$ cat src/rtl/seq_adder_ctrl_if.sv
// seq_adder_ctrl_if: start/operand/result bundle for the sequential adder
interface seq_adder_ctrl_if #(parameter int WIDTH = 8);
    logic             start;
    logic [WIDTH-1:0] in1;
    logic [WIDTH-1:0] in2;
    logic             carry_in;
    logic             busy;
    logic             done;
    logic [WIDTH-1:0] sum;
    logic             carry_out;
    modport master (output start, in1, in2, carry_in, input busy, done, sum, carry_out);
    modport slave (input start, in1, in2, carry_in, output busy, done, sum, carry_out);
endinterface

$ cat src/rtl/seq_adder_ctrl.sv
// seq_adder_ctrl: sequential adder, one 2-bit structural full-adder slice per cycle
module full_adder_2b (
    input  logic [1:0] a,
    input  logic [1:0] b,
    input  logic       ci,
    output logic [1:0] s,
    output logic       co
);
    logic c1;
    assign s[0] = a[0] ^ b[0] ^ ci;
    assign c1   = (a[0] & b[0]) | (ci & (a[0] ^ b[0]));
    assign s[1] = a[1] ^ b[1] ^ c1;
    assign co   = (a[1] & b[1]) | (c1 & (a[1] ^ b[1]));
endmodule

module seq_adder_ctrl #(parameter int WIDTH = 8) (
    input logic           clk,
    input logic           rst,
    seq_adder_ctrl_if.slave bus
);
    localparam int CW = (WIDTH / 2 > 1) ? $clog2(WIDTH / 2) : 1;
    localparam logic [CW-1:0] LAST = CW'(WIDTH / 2 - 1);
    typedef enum logic [1:0] {IDLE, RUN, DONE} state_t;
    state_t           state;
    logic [WIDTH-1:0] a_q;
    logic [WIDTH-1:0] b_q;
    logic             carry_q;
    logic [CW-1:0]    cnt;
    logic [1:0]       s;
    logic             co;
    full_adder_2b u_fa (
        .a  (a_q[{cnt, 1'b0} +: 2]),
        .b  (b_q[{cnt, 1'b0} +: 2]),
        .ci (carry_q),
        .s  (s),
        .co (co)
    );
    always_ff @(posedge clk) begin
        if (rst) begin
            state         <= IDLE;
            a_q           <= '0;
            b_q           <= '0;
            carry_q       <= 1'b0;
            cnt           <= '0;
            bus.busy      <= 1'b0;
            bus.done      <= 1'b0;
            bus.sum       <= '0;
            bus.carry_out <= 1'b0;
        end else begin
            case (state)
                IDLE: begin
                    bus.done <= 1'b0;
                    if (bus.start) begin
                        a_q      <= bus.in1;
                        b_q      <= bus.in2;
                        carry_q  <= bus.carry_in;
                        cnt      <= '0;
                        bus.busy <= 1'b1;
                        state    <= RUN;
                    end
                end
                RUN: begin
                    bus.sum[{cnt, 1'b0} +: 2] <= s;
                    carry_q <= co;
                    cnt     <= (cnt == LAST) ? '0 : cnt + 1'b1;
                    if (cnt == LAST) begin
                        bus.busy      <= 1'b0;
                        bus.done      <= 1'b1;
                        bus.carry_out <= co;
                        state         <= DONE;
                    end
                end
                DONE: begin
                    bus.done <= 1'b0;
                    state    <= IDLE;
                end
                default: state <= IDLE;
            endcase
        end
    end
endmodule

$ cat src/flat_wrapper.sv
// flat-port wrapper written by rule: the top's interface ports become plain ports
module seq_adder_ctrl_flat 
#(parameter int WIDTH = 8)
  (clk, rst, bus_start, bus_in1, bus_in2, bus_carry_in, bus_busy, bus_done, bus_sum, bus_carry_out);
  seq_adder_ctrl_if #(.WIDTH(WIDTH)) bus_i ();
  input logic clk;
  input logic rst;
  input wire logic [$bits(bus_i.start)-1:0] bus_start;
  input wire logic [$bits(bus_i.in1)-1:0] bus_in1;
  input wire logic [$bits(bus_i.in2)-1:0] bus_in2;
  input wire logic [$bits(bus_i.carry_in)-1:0] bus_carry_in;
  output wire logic [$bits(bus_i.busy)-1:0] bus_busy;
  output wire logic [$bits(bus_i.done)-1:0] bus_done;
  output wire logic [$bits(bus_i.sum)-1:0] bus_sum;
  output wire logic [$bits(bus_i.carry_out)-1:0] bus_carry_out;
  assign bus_i.start = bus_start;
  assign bus_i.in1 = bus_in1;
  assign bus_i.in2 = bus_in2;
  assign bus_i.carry_in = bus_carry_in;
  assign bus_busy = bus_i.busy;
  assign bus_done = bus_i.done;
  assign bus_sum = bus_i.sum;
  assign bus_carry_out = bus_i.carry_out;
  seq_adder_ctrl #(.WIDTH(WIDTH)) u_core (.clk(clk), .rst(rst), .bus(bus_i));
endmodule
$ cat config.mk
export PLATFORM = sky130hd
export DESIGN_NAME = seq_adder_ctrl_flat
export DESIGN_NICKNAME = d
export VERILOG_FILES = /design/src/rtl/seq_adder_ctrl_if.sv /design/src/rtl/seq_adder_ctrl.sv /design/src/flat_wrapper.sv
export SDC_FILE = /design/constraint.sdc
export NUM_CORES = 1
export LEC_CHECK = 0
export ABC_AREA = 1
export CAP_MARGIN = 15
export CELL_PAD_IN_SITES_DETAIL_PLACEMENT = 0
export CELL_PAD_IN_SITES_GLOBAL_PLACEMENT = 2
export CORE_UTILIZATION = 28
export DETAILED_ROUTE_END_ITERATION = 16
export HOLD_SLACK_MARGIN = 0.15
export PLACE_DENSITY = 0.77
export SKIP_LAST_GASP = 1
export SYNTH_ARGS = -nofsm -noshare
export SYNTH_HDL_FRONTEND = slang
export SYNTH_SLANG_ARGS = --single-unit
$ cat constraint.sdc
create_clock -name clk -period 3.2 [get_ports clk]
set_input_delay 0.48 -clock clk [delete_from_list [all_inputs] [get_ports clk]]
set_output_delay 0.48 -clock clk [all_outputs]
set_load 0.01 [all_outputs]
### Yosys cells after proc, flatten, opt, wreduce, memory -nomap -nowiden

Cells that the tools add are included.

* bits in registers: 32
* bits of input ports: 20
* output and inout bits: 11
* word-level logic and storage cells: 54

* add/sub/neg operators: 2
* equality and inequality tests: 5
* shift-type cells: 4
* mux-type cells: 14
* bitwise operators: 10
* reduce and logical (&&, ||, !) cells: 10

Operators with widths (number)
* $shiftx A8 B4 Y2: 2
* $reduce_and A2 Y1: 5
* $bwmux W8: 1
* $mux W2: 4
* $pmux W2 S2: 2
* $shift A2 B5 Y8 const A: 1
* $shiftx A2 B5 Y8: 1
* $pmux W1 S2: 3
* $neg A3 Y5: 1
* $and A1 B1 Y1: 4
* $eq A2 B2 Y1 const B: 2
* $mux W1: 4
* $reduce_bool A2 Y1: 2
* $xor A1 B1 Y1: 4
* $reduce_and A3 Y1: 1
* $add A2 B1 Y2 const B: 1
* $eq A2 B1 Y1 const B: 1
* $logic_not A2 Y1: 1
* $ne A2 B1 Y1 const B: 1
* $ne A2 B2 Y1 const B: 1
* $or A1 B1 Y1: 2
* $reduce_or A2 Y1: 1

### Longest topological paths before layout

Gate-level depths: netlist of run 1.

* word-level depth: 7
* gate-level depth with buffers: 12
* depth with buffers taken out: 11

### By module

From an unflattened synthesis of run 1, not the netlist that was laid out.

* cells, all modules: 215
* area, all modules: 1570.3 um^2

Modules (own cells, without submodules)
* seq_adder_ctrl: instances 1, cells an instance 205, area each 1500.2 um^2
* full_adder_2b: instances 1, cells an instance 10, area each 70.1 um^2

### Worst setup path before layout of run 1

OpenSTA, ideal clock, no wires.

* path kind: flip-flop to flip-flop
* start point: reg u_core.cnt[0]
* end point: reg u_core.bus.sum[3]
* library setup time: 0.064 ns
* data arrival time: 2.198 ns
* required time: 3.136 ns
* setup slack: 0.938 ns
* stages on the path, launching flop included: 13
* buffers on the path: 1
* period minus slack after synthesis: 2.262 ns
* path through: dfxtp_1 inv_1 buf_2 o21ai_0 o22ai_1 fa_1 fa_1 nand2_1 nor2_1 nand2_1 nand2_1 inv_1 nor2_1

* longest elaborated chain between the ends: 7
* elaborated cells between the ends (all ways): 13

RTL lines
* from (decl): line seq_adder_ctrl.sv:28 `logic [CW-1:0] cnt;`
* from (signal assigned): line seq_adder_ctrl.sv:65 `cnt <= (cnt == LAST) ? '0 : cnt + 1'b1;`
* $shiftx A8 B4 Y2 (on tied branches): line seq_adder_ctrl.sv:32, seq_adder_ctrl.sv:33
* $xor A1 B1 Y1: line seq_adder_ctrl.sv:10, seq_adder_ctrl.sv:11
* $and A1 B1 Y1: line seq_adder_ctrl.sv:11 `assign c1 = (a[0] & b[0]) | (ci & (a[0] ^ b[0]));`
* $or A1 B1 Y1: line seq_adder_ctrl.sv:11
* $xor A1 B1 Y1: line seq_adder_ctrl.sv:12 `assign s[1] = a[1] ^ b[1] ^ c1;`
* $shiftx A2 B5 Y8: line seq_adder_ctrl.sv:63 `bus.sum[{cnt, 1'b0} +: 2] <= s;`
* $bwmux W8 (*): line seq_adder_ctrl.sv:63
* to (signal, indexed assignment): line seq_adder_ctrl.sv:63
* to (decl): line seq_adder_ctrl_if.sv:12 `modport slave (input start, in1, in2, carry_in, output busy, done, sum, carry_out);`

Mark *: on every way between the ends. The rest lies on a longest branch, timed or not.
A chain may end at the register's enable or synchronous reset.

### Worst setup path after layout of run 1

* start point: reg u_core.cnt[1]
* end point: reg u_core.bus.sum[3]

The elaborated chain is that of the path after synthesis.

==> flow_summary.json, run 1 <==
{
  "yosys-top-cells-area": "sky130_fd_sc_hd__dfxtp_1 43%, sky130_fd_sc_hd__nor2_1 15%, sky130_fd_sc_hd__o21ai_0 9.8%",
  "intPower_uw": 689,
  "pwr-share-comb": 0.169,
  "setup.worst_path.end_class": "flip-flop",
  "holdWs_ns": 0.460,
  "cts_buf_count": 5,
  "crit_path_start_kind": "flip-flop",
  "upper_clock_frequency_limit_ghz": 0.426,
  "area_delta_synth_final_pct": 30.1,
  "dieArea_um2": 5570,
  "detail_route.iter0.violations": 88,
  "netlist_area_um2": 1480,
  "worst_clock_skew_ns": 0.00609,
  "hold_path_class": "flip-flop to flip-flop",
  "final-setup-viol-count": 0,
  "cts_tree": "yes",
  "mappedNetlistNets": 228,
  "pin_count_of_the_biggest_net_entering_global_routing": 23,
  "yosys.cell_types.count": 22,
  "critPathMaxFanout": 9,
  "fraction_of_registers_with_async_set_or_reset_after_synthesis": 0,
  "worst_pin_slew_ns": 0.544,
  "synth.ff_latch_count": 32,
  "worstPathRequired_ns": 3.43,
  "place.gp.congestion": 0.730,
  "num_io_pins": 31,
  "htreeDepth": 2,
  "peakVddDrop_v": 0.000136,
  "timing.setup.tns_ns": 0,
  "die_height_um": 74.6,
  "average_routed_wire_per_standard_cell_um": 11.0,
  "hold_buffers": 0,
  "setup_repair_after_global_routing_missed_its_margin": "no",
  "finalHoldViolCount": 0,
  "first_global_vias": 1178,
  "drt-total-wl_mm": 3.32,
  "p_sw_uw": 247,
  "fin_crit_ns": 2.35,
  "syn_warnings": 0,
  "max-cap-violations": 0,
  "port_buffers": 30,
  "die_width_um": 74.6,
  "path_common_cell": "sky130_fd_sc_hd__nand2_1",
  "ctsResizeCount": 0,
  "clock_tree.root_cell": "sky130_fd_sc_hd__clkbuf_8",
  "gr-usage-all-layers": 0.134,
  "avgSynthCellArea_um2": 7.38,
  "layout.filler_cells": 567,
  "clkSinkCount": 32,
  "cts.reportedPaths.clkPinSlew_ns": 0.07,
  "most_repeated_cell_in_the_gate_level_netlist_after_synthesis": "sky130_fd_sc_hd__nor2_1",
  "drt.antenna.violating_nets": 0,
  "antenna_cells": 0,
  "critPathSlowestCell": "sky130_fd_sc_hd__fa_1",
  "worstPathArrival_ns": 2.58,
  "floorplan.initialDensity": 0.289,
  "via_count": 1299,
  "vias_per_cell": 4.32,
  "power_per_cell_area_nw_per_um2": 487,
  "timing.final.max_slew_violations": 0,
  "placement_rows": 26,
  "post-synth-top-area-fraction": 0.434,
  "worst_path_cell_chain": "inv_1 > o21ai_0 > o22ai_1 > fa_1 > fa_1 > nand2_1 > nor2_1 > nand2_1 > nand2_1 > inv_1 > nor2_1",
  "total_global_routing_overflow": 0,
  "post_cts.repair.setup_buffers": 0,
  "p_total_uw": 936,
  "ys_top_cells_by_count": "58 x sky130_fd_sc_hd__nor2_1, 32 x sky130_fd_sc_hd__dfxtp_1, 29 x sky130_fd_sc_hd__o21ai_0",
  "grt_first_pass_wirelength_mm": 5.44,
  "post_synth_inst_count": 200,
  "drive_above_1_share": 0.0693,
  "synth_edf_count": 0,
  "slowest_delay_ns": 0.57,
  "clock_power_share": 0.361,
  "clk_latency_ns": 0.28,
  "leakagePower_nw": 0.781,
  "maxSlewHeadroom": 0.637,
  "netSwitchingFraction": 0.264,
  "pwr-share-seq": 0.471,
  "nets": 259,
  "outcome": "complete, no violations",
  "timing.setup.critical_path_class": "flip-flop to flip-flop",
  "number_of_antenna_violations_at_the_first_check_in_global_routing": 0,
  "dr.pass1.iters": 4,
  "deepest_clock_path_buffer_count": 2,
  "synth_largest_area_cell": "sky130_fd_sc_hd__dfxtp_1",
  "fin_crit_sh": 0.734,
  "dominant_register_cell_in_the_synthesized_netlist": "sky130_fd_sc_hd__dfxtp_1",
  "place_hpwl_mm": 2.43,
  "detail_route.drc_violations": 0,
  "core_area_um2": 5110,
  "synth-seq-area-share": 0.434
}
-- cell usage in the layout, fill, tap and decap left out, drive strengths merged, types with 5 or more instances in the layout --
cell type      synthesis  routed
nor2                  62      62
dfxtp                 32      32
clkdlybuf4s50          0      30
o21ai                 29      29
nand2                 25      25
inv                   15      15
a21oi                  9       9
clkbuf                 3       7
ha                     6       6
nand3                  5       5
-- cell families after synthesis --
| kind of cell | after synthesis | synth area share |
|---|---|---|
| AOI/OAI and AO/OA | 42 | 0.146 |
| adders and majority gates | 8 | 0.0780 |
| buffers and inverters | 22 | 0.0737 |
| DFF | 32 | 0.434 |
| and+or+nand+nor | 96 | 0.269 |
-- flip-flops by register name, summed over array words and instances, names as in the netlist --
name,count
u_core.bus.sum,8
u_core.bus.busy,1
u_core.bus.done,1
u_core.state,2
u_core.bus.carry_out,1
u_core.carry_q,1
u_core.a_q,8
u_core.cnt,2
u_core.b_q,8
-- critical path, delay by kind of cell (launching register included) --
kind                     cells  cell delay, ns
buffers and inverters        2            0.21
adder cells (fa/ha/maj)      2            1.00
flip-flops                   1            0.47
AND/OR/NAND/NOR              5            0.38
AO/OA/AOI/OAI                2            0.22
-- metal layers --
layer	global-route usage	up-vias	share of wire
met1	0.169	568	0.50
met5	0	-	0
met3	0.0402	5	0.042
li1	-	701	-
met2	0.212	25	0.44
met4	0.0566	0	0.014
-- metrics by stage --
| step | util | setup WS (ns) | instance area, um2 | cells |
|---|---|---|---|---|
| global route | 0.376 | 0.669 | 1920 | 301 |
| floorplan | - | 0.938 | 1480 | 200 |
| CTS | 0.376 | 0.834 | 1920 | 301 |
| global placement | 0.357 | 0.904 | 1820 | 294 |
| finish | 0.376 | 0.850 | 1920 | 301 |
| detailed placement | 0.357 | 0.854 | 1820 | 294 |
-- path summary, 6_finish.rpt --
| path | cells past startpoint | endpoint | from | slack [ns] |
|---|---|---|---|---|
| setup / recovery | 11 | u_core.bus.sum[3] | u_core.cnt[1] | 0.85 |
| hold / removal | 2 | u_core.bus.sum[4] | u_core.bus.sum[4] | 0.46 |
| setup reg to reg | 11 | u_core.bus.sum[3] | u_core.cnt[1] | 0.85 |
| hold reg to reg | 2 | u_core.bus.sum[4] | u_core.bus.sum[4] | 0.46 |
-- power by group through the flow --
stage	registers, mW	clock network [mW]	logic, mW
5_1_grt	0.444	0.369	0.184
3_5_place_dp	0.450	0	0.161
4_1_cts	0.441	0.347	0.161
6_report	0.440	0.338	0.158
2_1_floorplan	0.447	0	0.106
3_3_place_gp	0.449	0	0.161
-- layout make-up --
cell class,instances,area [um2],share of cell area
multi-input combinational,146,727,0.379
sequential,32,641,0.334
inverter,15,61.3,0.0319
clock buffer,7,96.3,0.0502
tap,70,87.6,0.0456
timing repair buffer,31,308,0.160
(Power assumes the default switching activity.)
==> inputs of run 2 (changes only) <==
- CORE_UTILIZATION: 28 -> 25
- PLACE_DENSITY: 0.77 -> 0.73
- clock period: 3.2 -> 2 ns (I/O delays scaled with it)
==> flow_summary.json, run 2 (synthesized netlist as in run 1, its figures left out) <==
{
  "outcome": "finished with violations",
  "violations_in_the_final_reports": "setup timing",
  "cts_buf_count": 5,
  "vias_per_cell": 4.26,
  "die_height_um": 78.9,
  "htreeDepth": 2,
  "fin_crit_ns": 2.03,
  "deepest_clock_path_buffer_count": 2,
  "drt.antenna.violating_nets": 0,
  "worst_clock_skew_ns": 0.0110,
  "total_global_routing_overflow": 0,
  "cp-startpoint": "u_core.cnt[0]",
  "layout.filler_cells": 619,
  "place_hpwl_mm": 2.59,
  "peakVddDrop_v": 0.000265,
  "leakagePower_nw": 0.837,
  "drt-total-wl_mm": 3.54,
  "cts_tree": "yes",
  "first_global_vias": 1327,
  "number_of_antenna_violations_at_the_first_check_in_global_routing": 0,
  "final_cell_mix": "54 x sky130_fd_sc_hd__nor2_1, 30 x sky130_fd_sc_hd__clkdlybuf4s50_1, 30 x sky130_fd_sc_hd__dfxtp_1",
  "final_common_cell": "sky130_fd_sc_hd__nor2_1",
  "placement_rows": 27,
  "max-cap-violations": 0,
  "setup_repair_after_global_routing_missed_its_margin": "yes",
  "place.gp.congestion": 0.776,
  "gr-usage-all-layers": 0.126,
  "placedCellCount": 306,
  "layout.cells.non_filler": 314,
  "postLayoutSetupSlackWorst_ns": -0.0303,
  "clkSinkCount": 32,
  "dieArea_um2": 6220,
  "nets": 269,
  "final-setup-viol-count": 3,
  "core_area_um2": 5610,
  "die_width_um": 78.9,
  "detail_route.drc_violations": 0,
  "timing.final.max_slew_violations": 0,
  "num_io_pins": 31,
  "detail_route.iter0.violations": 28,
  "area_used_by_multi_input_combinational_logic_um2": 785,
  "maxSlewHeadroom": 0.824,
  "worst_pin_slew_ns": 0.264,
  "grt_first_pass_wirelength_mm": 6.00,
  "pin_count_of_the_biggest_net_entering_global_routing": 23,
  "cts.reportedPaths.clkPinSlew_ns": 0.07,
  "floorplan.initialDensity": 0.263,
  "via_count": 1338,
  "average_routed_wire_per_standard_cell_um": 11.3,
  "setup.worst_path.end_class": "flip-flop",
  "crit_path_start_kind": "flip-flop",
  "clk_latency_ns": 0.29,
  "place_worst_setup_slack_ns": -0.0654,
  "holdWs_ns": 0.465,
  "finalHoldViolCount": 0,
  "hold_path_class": "flip-flop to flip-flop",
  "register_area_um2": 646,
  "layout_top_registers": "u_core.a_q x8, u_core.b_q x8, u_core.bus.sum x8",
  "timing.setup.critical_path_class": "flip-flop to flip-flop",
  "upper_clock_frequency_limit_ghz": 0.493,
  "clock_tree.root_cell": "sky130_fd_sc_hd__clkbuf_8",
  "post_cts.repair.setup_buffers": 0,
  "hp-start": "u_core.bus.sum[4]",
  "hold_buffers": 0,
  "area_delta_synth_final_pct": 39.7,
  "port_buffers": 30,
  "fin_crit_sh": 1.02,
  "launch_point_of_the_worst_reg_to_reg_path": "u_core.cnt[0]",
  "worstPathArrival_ns": 2.25,
  "critPathMaxFanout": 6,
  "drive_above_1_share": 0.169,
  "antenna_cells": 0,
  "power_per_cell_area_nw_per_um2": 739,
  "dr.pass1.iters": 4,
  "worstPathRequired_ns": 2.22
}
==> run 2: changes by cell type in the layout (fill, tap and decap cells not counted), moves of 2 or more <==
cell and delta:
sky130_fd_sc_hd__buf_4 +10, sky130_fd_sc_hd__o22ai_1 -2, sky130_fd_sc_hd__nor2_1 -4, sky130_fd_sc_hd__nor2_4 +3
sky130_fd_sc_hd__o21ai_2 +3, sky130_fd_sc_hd__o21ai_0 -4, sky130_fd_sc_hd__dfxtp_1 -2, sky130_fd_sc_hd__o22ai_2 +2
==> run 2: path summary, 6_finish.rpt <==
| check | to | slack, ns | cells after the start |
|---|---|---|---|
| max | u_core.bus.sum[3] | -0.03 | 11 |
| min | u_core.bus.sum[4] | 0.47 | 2 |
| max reg2reg | u_core.bus.sum[3] | -0.03 | 11 |
| min reg2reg | u_core.bus.sum[4] | 0.47 | 2 |
==> run 2: layout make-up <==
type | count | area share
clock buffers | 7 | 0.0418
clock inverters | 1 | 0.00364
inverters | 15 | 0.0321
multi-input cells | 146 | 0.380
flip-flops and latches | 32 | 0.313
well taps | 72 | 0.0437
repair buffers | 41 | 0.186
==> run 2: report_power, final <==
part | internal (mW) | switching (mW)
Clock | 0.280 | 0.248
Combinational | 0.137 | 0.149
Sequential | 0.679 | 0.0314
==> run 2: critical path: stages, from the launching register on <==
cell	delay (ns)
sky130_fd_sc_hd__dfxtp_4	0.38
sky130_fd_sc_hd__buf_4	0.15
sky130_fd_sc_hd__nor2_4	0.10
sky130_fd_sc_hd__o22ai_2	0.07
sky130_fd_sc_hd__fa_2	0.34
sky130_fd_sc_hd__fa_1	0.54
sky130_fd_sc_hd__nand2_2	0.08
sky130_fd_sc_hd__nor2_4	0.09
sky130_fd_sc_hd__nand2_1	0.05
sky130_fd_sc_hd__nand2_1	0.06
sky130_fd_sc_hd__inv_1	0.03
sky130_fd_sc_hd__nor2_1	0.06
==> run 2: per-layer routing <==
| metal | track usage | wire, um |
|---|---|---|
| met1 | 0.155 | 1770 |
| met2 | 0.202 | 1590 |
| met3 | 0.0448 | 115 |
| met4 | 0.0491 | 61 |
| met5 | 0 | 0 |
==> run 2: metrics by stage <==
| stage | TNS (ns) | cell area, um2 | utilization | total power [mW] |
|---|---|---|---|---|
| after floorplan | -0.0750 | 1500 | - | 0.894 |
| after global placement | -0.0710 | 1920 | 0.342 | 0.999 |
| after detailed placement | -0.106 | 1920 | 0.342 | 0.997 |
| after CTS | -0.0217 | 2030 | 0.361 | 1.54 |
| after global routing | -0.497 | 2060 | 0.368 | 1.62 |
| final | -0.0603 | 2060 | 0.368 | 1.52 |
==> run 2: repair_timing <==
item,in CTS,in global routing
cloned,0,0
pin swaps,2,7
gates resized for setup,6,11
setup endpoints to repair,3,4
endpoints found under the hold margin,0,0
==> inputs of run 3 (changes only) <==
==> constraint.sdc (replaced) <==
create_clock -name clk -period 1.8 [get_ports clk]
set_input_delay 0.27 -clock clk [delete_from_list [all_inputs] [get_ports clk]]
set_output_delay 0.27 -clock clk [all_outputs]
set_load 0.005 [all_outputs]
==> flow_summary.json, run 3 (synthesized netlist as in run 1, its figures left out) <==
{
  "pin_count_of_the_biggest_net_entering_global_routing": 23,
  "register_area_um2": 646,
  "place_hpwl_mm": 2.59,
  "clk_latency_ns": 0.28,
  "postLayoutSetupSlackWorst_ns": -0.198,
  "peakVddDrop_v": 0.000407,
  "p_sw_uw": 460,
  "pwr-share-seq": 0.464,
  "placement_rows": 27,
  "floorplan.initialDensity": 0.263,
  "number_of_antenna_violations_at_the_first_check_in_global_routing": 0,
  "netSwitchingFraction": 0.272,
  "drive_above_1_share": 0.189,
  "timing.setup.critical_path_class": "flip-flop to flip-flop",
  "leakagePower_nw": 0.870,
  "via_count": 1355,
  "die_height_um": 78.9,
  "drt-total-wl_mm": 3.46,
  "setup.worst_path.end_class": "flip-flop",
  "outcome": "finished with violations",
  "finalHoldViolCount": 0,
  "layout.cell_area.non_filler_um2": 2090,
  "upper_clock_frequency_limit_ghz": 0.501,
  "average_routed_wire_per_standard_cell_um": 10.8,
  "max-cap-violations": 0,
  "die_width_um": 78.9,
  "first_global_vias": 1375,
  "num_io_pins": 31,
  "hold_path_class": "flip-flop to flip-flop",
  "final_common_cell": "sky130_fd_sc_hd__nor2_1",
  "maxSlewHeadroom": 0.818,
  "hold_buffers": 0,
  "power_per_cell_area_nw_per_um2": 812,
  "cts_tree": "yes",
  "htreeDepth": 2,
  "intPower_mw": 1.23,
  "placed_cell_area_um2": 1940,
  "worstPathRequired_ns": 2.02,
  "fin_crit_ns": 2.00,
  "nets": 276,
  "cts.reportedPaths.clkPinSlew_ns": 0.07,
  "layout.filler_cells": 621,
  "port_buffers": 30,
  "vias_per_cell": 4.22,
  "clock_power_share": 0.335,
  "detail_route.drc_violations": 0,
  "area_used_by_multi_input_combinational_logic_um2": 759,
  "worst_pin_slew_ns": 0.273,
  "total_global_routing_overflow": 0,
  "clock_tree.root_cell": "sky130_fd_sc_hd__clkbuf_8",
  "detail_route.iter0.violations": 33,
  "cts_buf_count": 5,
  "deepest_clock_path_buffer_count": 2,
  "p_total_mw": 1.69,
  "gr-usage-all-layers": 0.128,
  "crit_path_start_kind": "flip-flop",
  "core_area_um2": 5610,
  "final-setup-viol-count": 6,
  "layout_top_registers": "u_core.a_q x8, u_core.b_q x8, u_core.bus.sum x8",
  "timing.final.max_slew_violations": 0,
  "dr.pass1.iters": 2,
  "antenna_cells": 0,
  "worstPathArrival_ns": 2.22,
  "final_cell_mix": "54 x sky130_fd_sc_hd__nor2_1, 30 x sky130_fd_sc_hd__clkdlybuf4s50_1, 30 x sky130_fd_sc_hd__dfxtp_1",
  "clkSinkCount": 32,
  "setup_repair_after_global_routing_missed_its_margin": "yes",
  "fin_crit_sh": 1.11,
  "pwr-share-comb": 0.201,
  "area_delta_synth_final_pct": 41.4,
  "drt.antenna.violating_nets": 0,
  "worst_clock_skew_ns": 0.00605,
  "grt_first_pass_wirelength_mm": 6.15,
  "place.gp.congestion": 0.766,
  "dieArea_um2": 6220,
  "violations_in_the_final_reports": "setup timing",
  "critPathMaxFanout": 6
}
run 3: cell types whose count changed in the layout (fill, tap and decap cells not counted), moves of 2 or more:
cell and delta:
sky130_fd_sc_hd__buf_4 +7, sky130_fd_sc_hd__clkinv_2 +2, sky130_fd_sc_hd__nor2_2 +3, sky130_fd_sc_hd__nor2_4 -3
sky130_fd_sc_hd__o21ai_2 -2
run 3: routing by layer:
layer,routed length [um],up-vias,global-route usage
met5,0,-,0
met1,1830,595,0.167
met4,55,0,0.0709
met2,1490,20,0.201
met3,87,4,0.0207
li1,-,736,-
run 3: worst max-delay path, stage by stage (launching register included):
cell and delay, ns:
sky130_fd_sc_hd__dfxtp_4 0.38, sky130_fd_sc_hd__inv_4 0.05, sky130_fd_sc_hd__o21ai_2 0.11, sky130_fd_sc_hd__o22ai_2 0.10, sky130_fd_sc_hd__fa_2 0.40, sky130_fd_sc_hd__fa_1 0.50, sky130_fd_sc_hd__nand2_1 0.08, sky130_fd_sc_hd__nor2_2 0.10
sky130_fd_sc_hd__nand2_1 0.06, sky130_fd_sc_hd__nand2_1 0.05, sky130_fd_sc_hd__inv_1 0.03, sky130_fd_sc_hd__nor2_1 0.06
run 3: layout make-up:
type | count | share of cell area
Clock inverter | 2 | 0.00480
Timing Repair Buffer | 48 | 0.209
Inverter | 15 | 0.0306
Multi-Input combinational cell | 146 | 0.364
Clock buffer | 6 | 0.0396
Tap cell | 72 | 0.0432
Sequential cell | 32 | 0.309
run 3: through the flow:
| stage | setup TNS, ns | util | setup WS (ns) | std cells | hold slack [ns] |
|---|---|---|---|---|---|
| after global routing | -1.59 | 0.372 | -0.318 | 321 | 0.499 |
| final | -0.884 | 0.372 | -0.198 | 321 | 0.467 |
| after global placement | -0.852 | 0.346 | -0.240 | 309 | 0.454 |
| after floorplan | -0.855 | - | -0.253 | 200 | 0.411 |
| after detailed placement | -1.15 | 0.346 | -0.291 | 309 | 0.457 |
| after CTS | -0.961 | 0.368 | -0.222 | 320 | 0.468 |
run 3: worst paths after layout:
path                  endpoint  cells after the start  slack (ns)               from
max reg2reg  u_core.bus.sum[3]                     11       -0.20      u_core.cnt[0]
min          u_core.bus.sum[6]                      2        0.47  u_core.bus.sum[6]
min reg2reg  u_core.bus.sum[6]                      2        0.47  u_core.bus.sum[6]
max          u_core.bus.sum[3]                     11       -0.20      u_core.cnt[0]
run 3: timing repair:
item,CTS,global route
gates resized for setup,4,6
pin swaps,4,4
buffers inserted,3,1
endpoints found under the setup margin,6,8
run 3: power groups by stage:
stage / clock network [mW] / logic [mW] / registers [mW]
global route: 0.625 / 0.390 / 0.791
floorplan: 0 / 0.196 / 0.793
global placement: 0 / 0.315 / 0.802
detailed placement: 0 / 0.315 / 0.802
CTS: 0.594 / 0.336 / 0.786
finish: 0.568 / 0.341 / 0.785
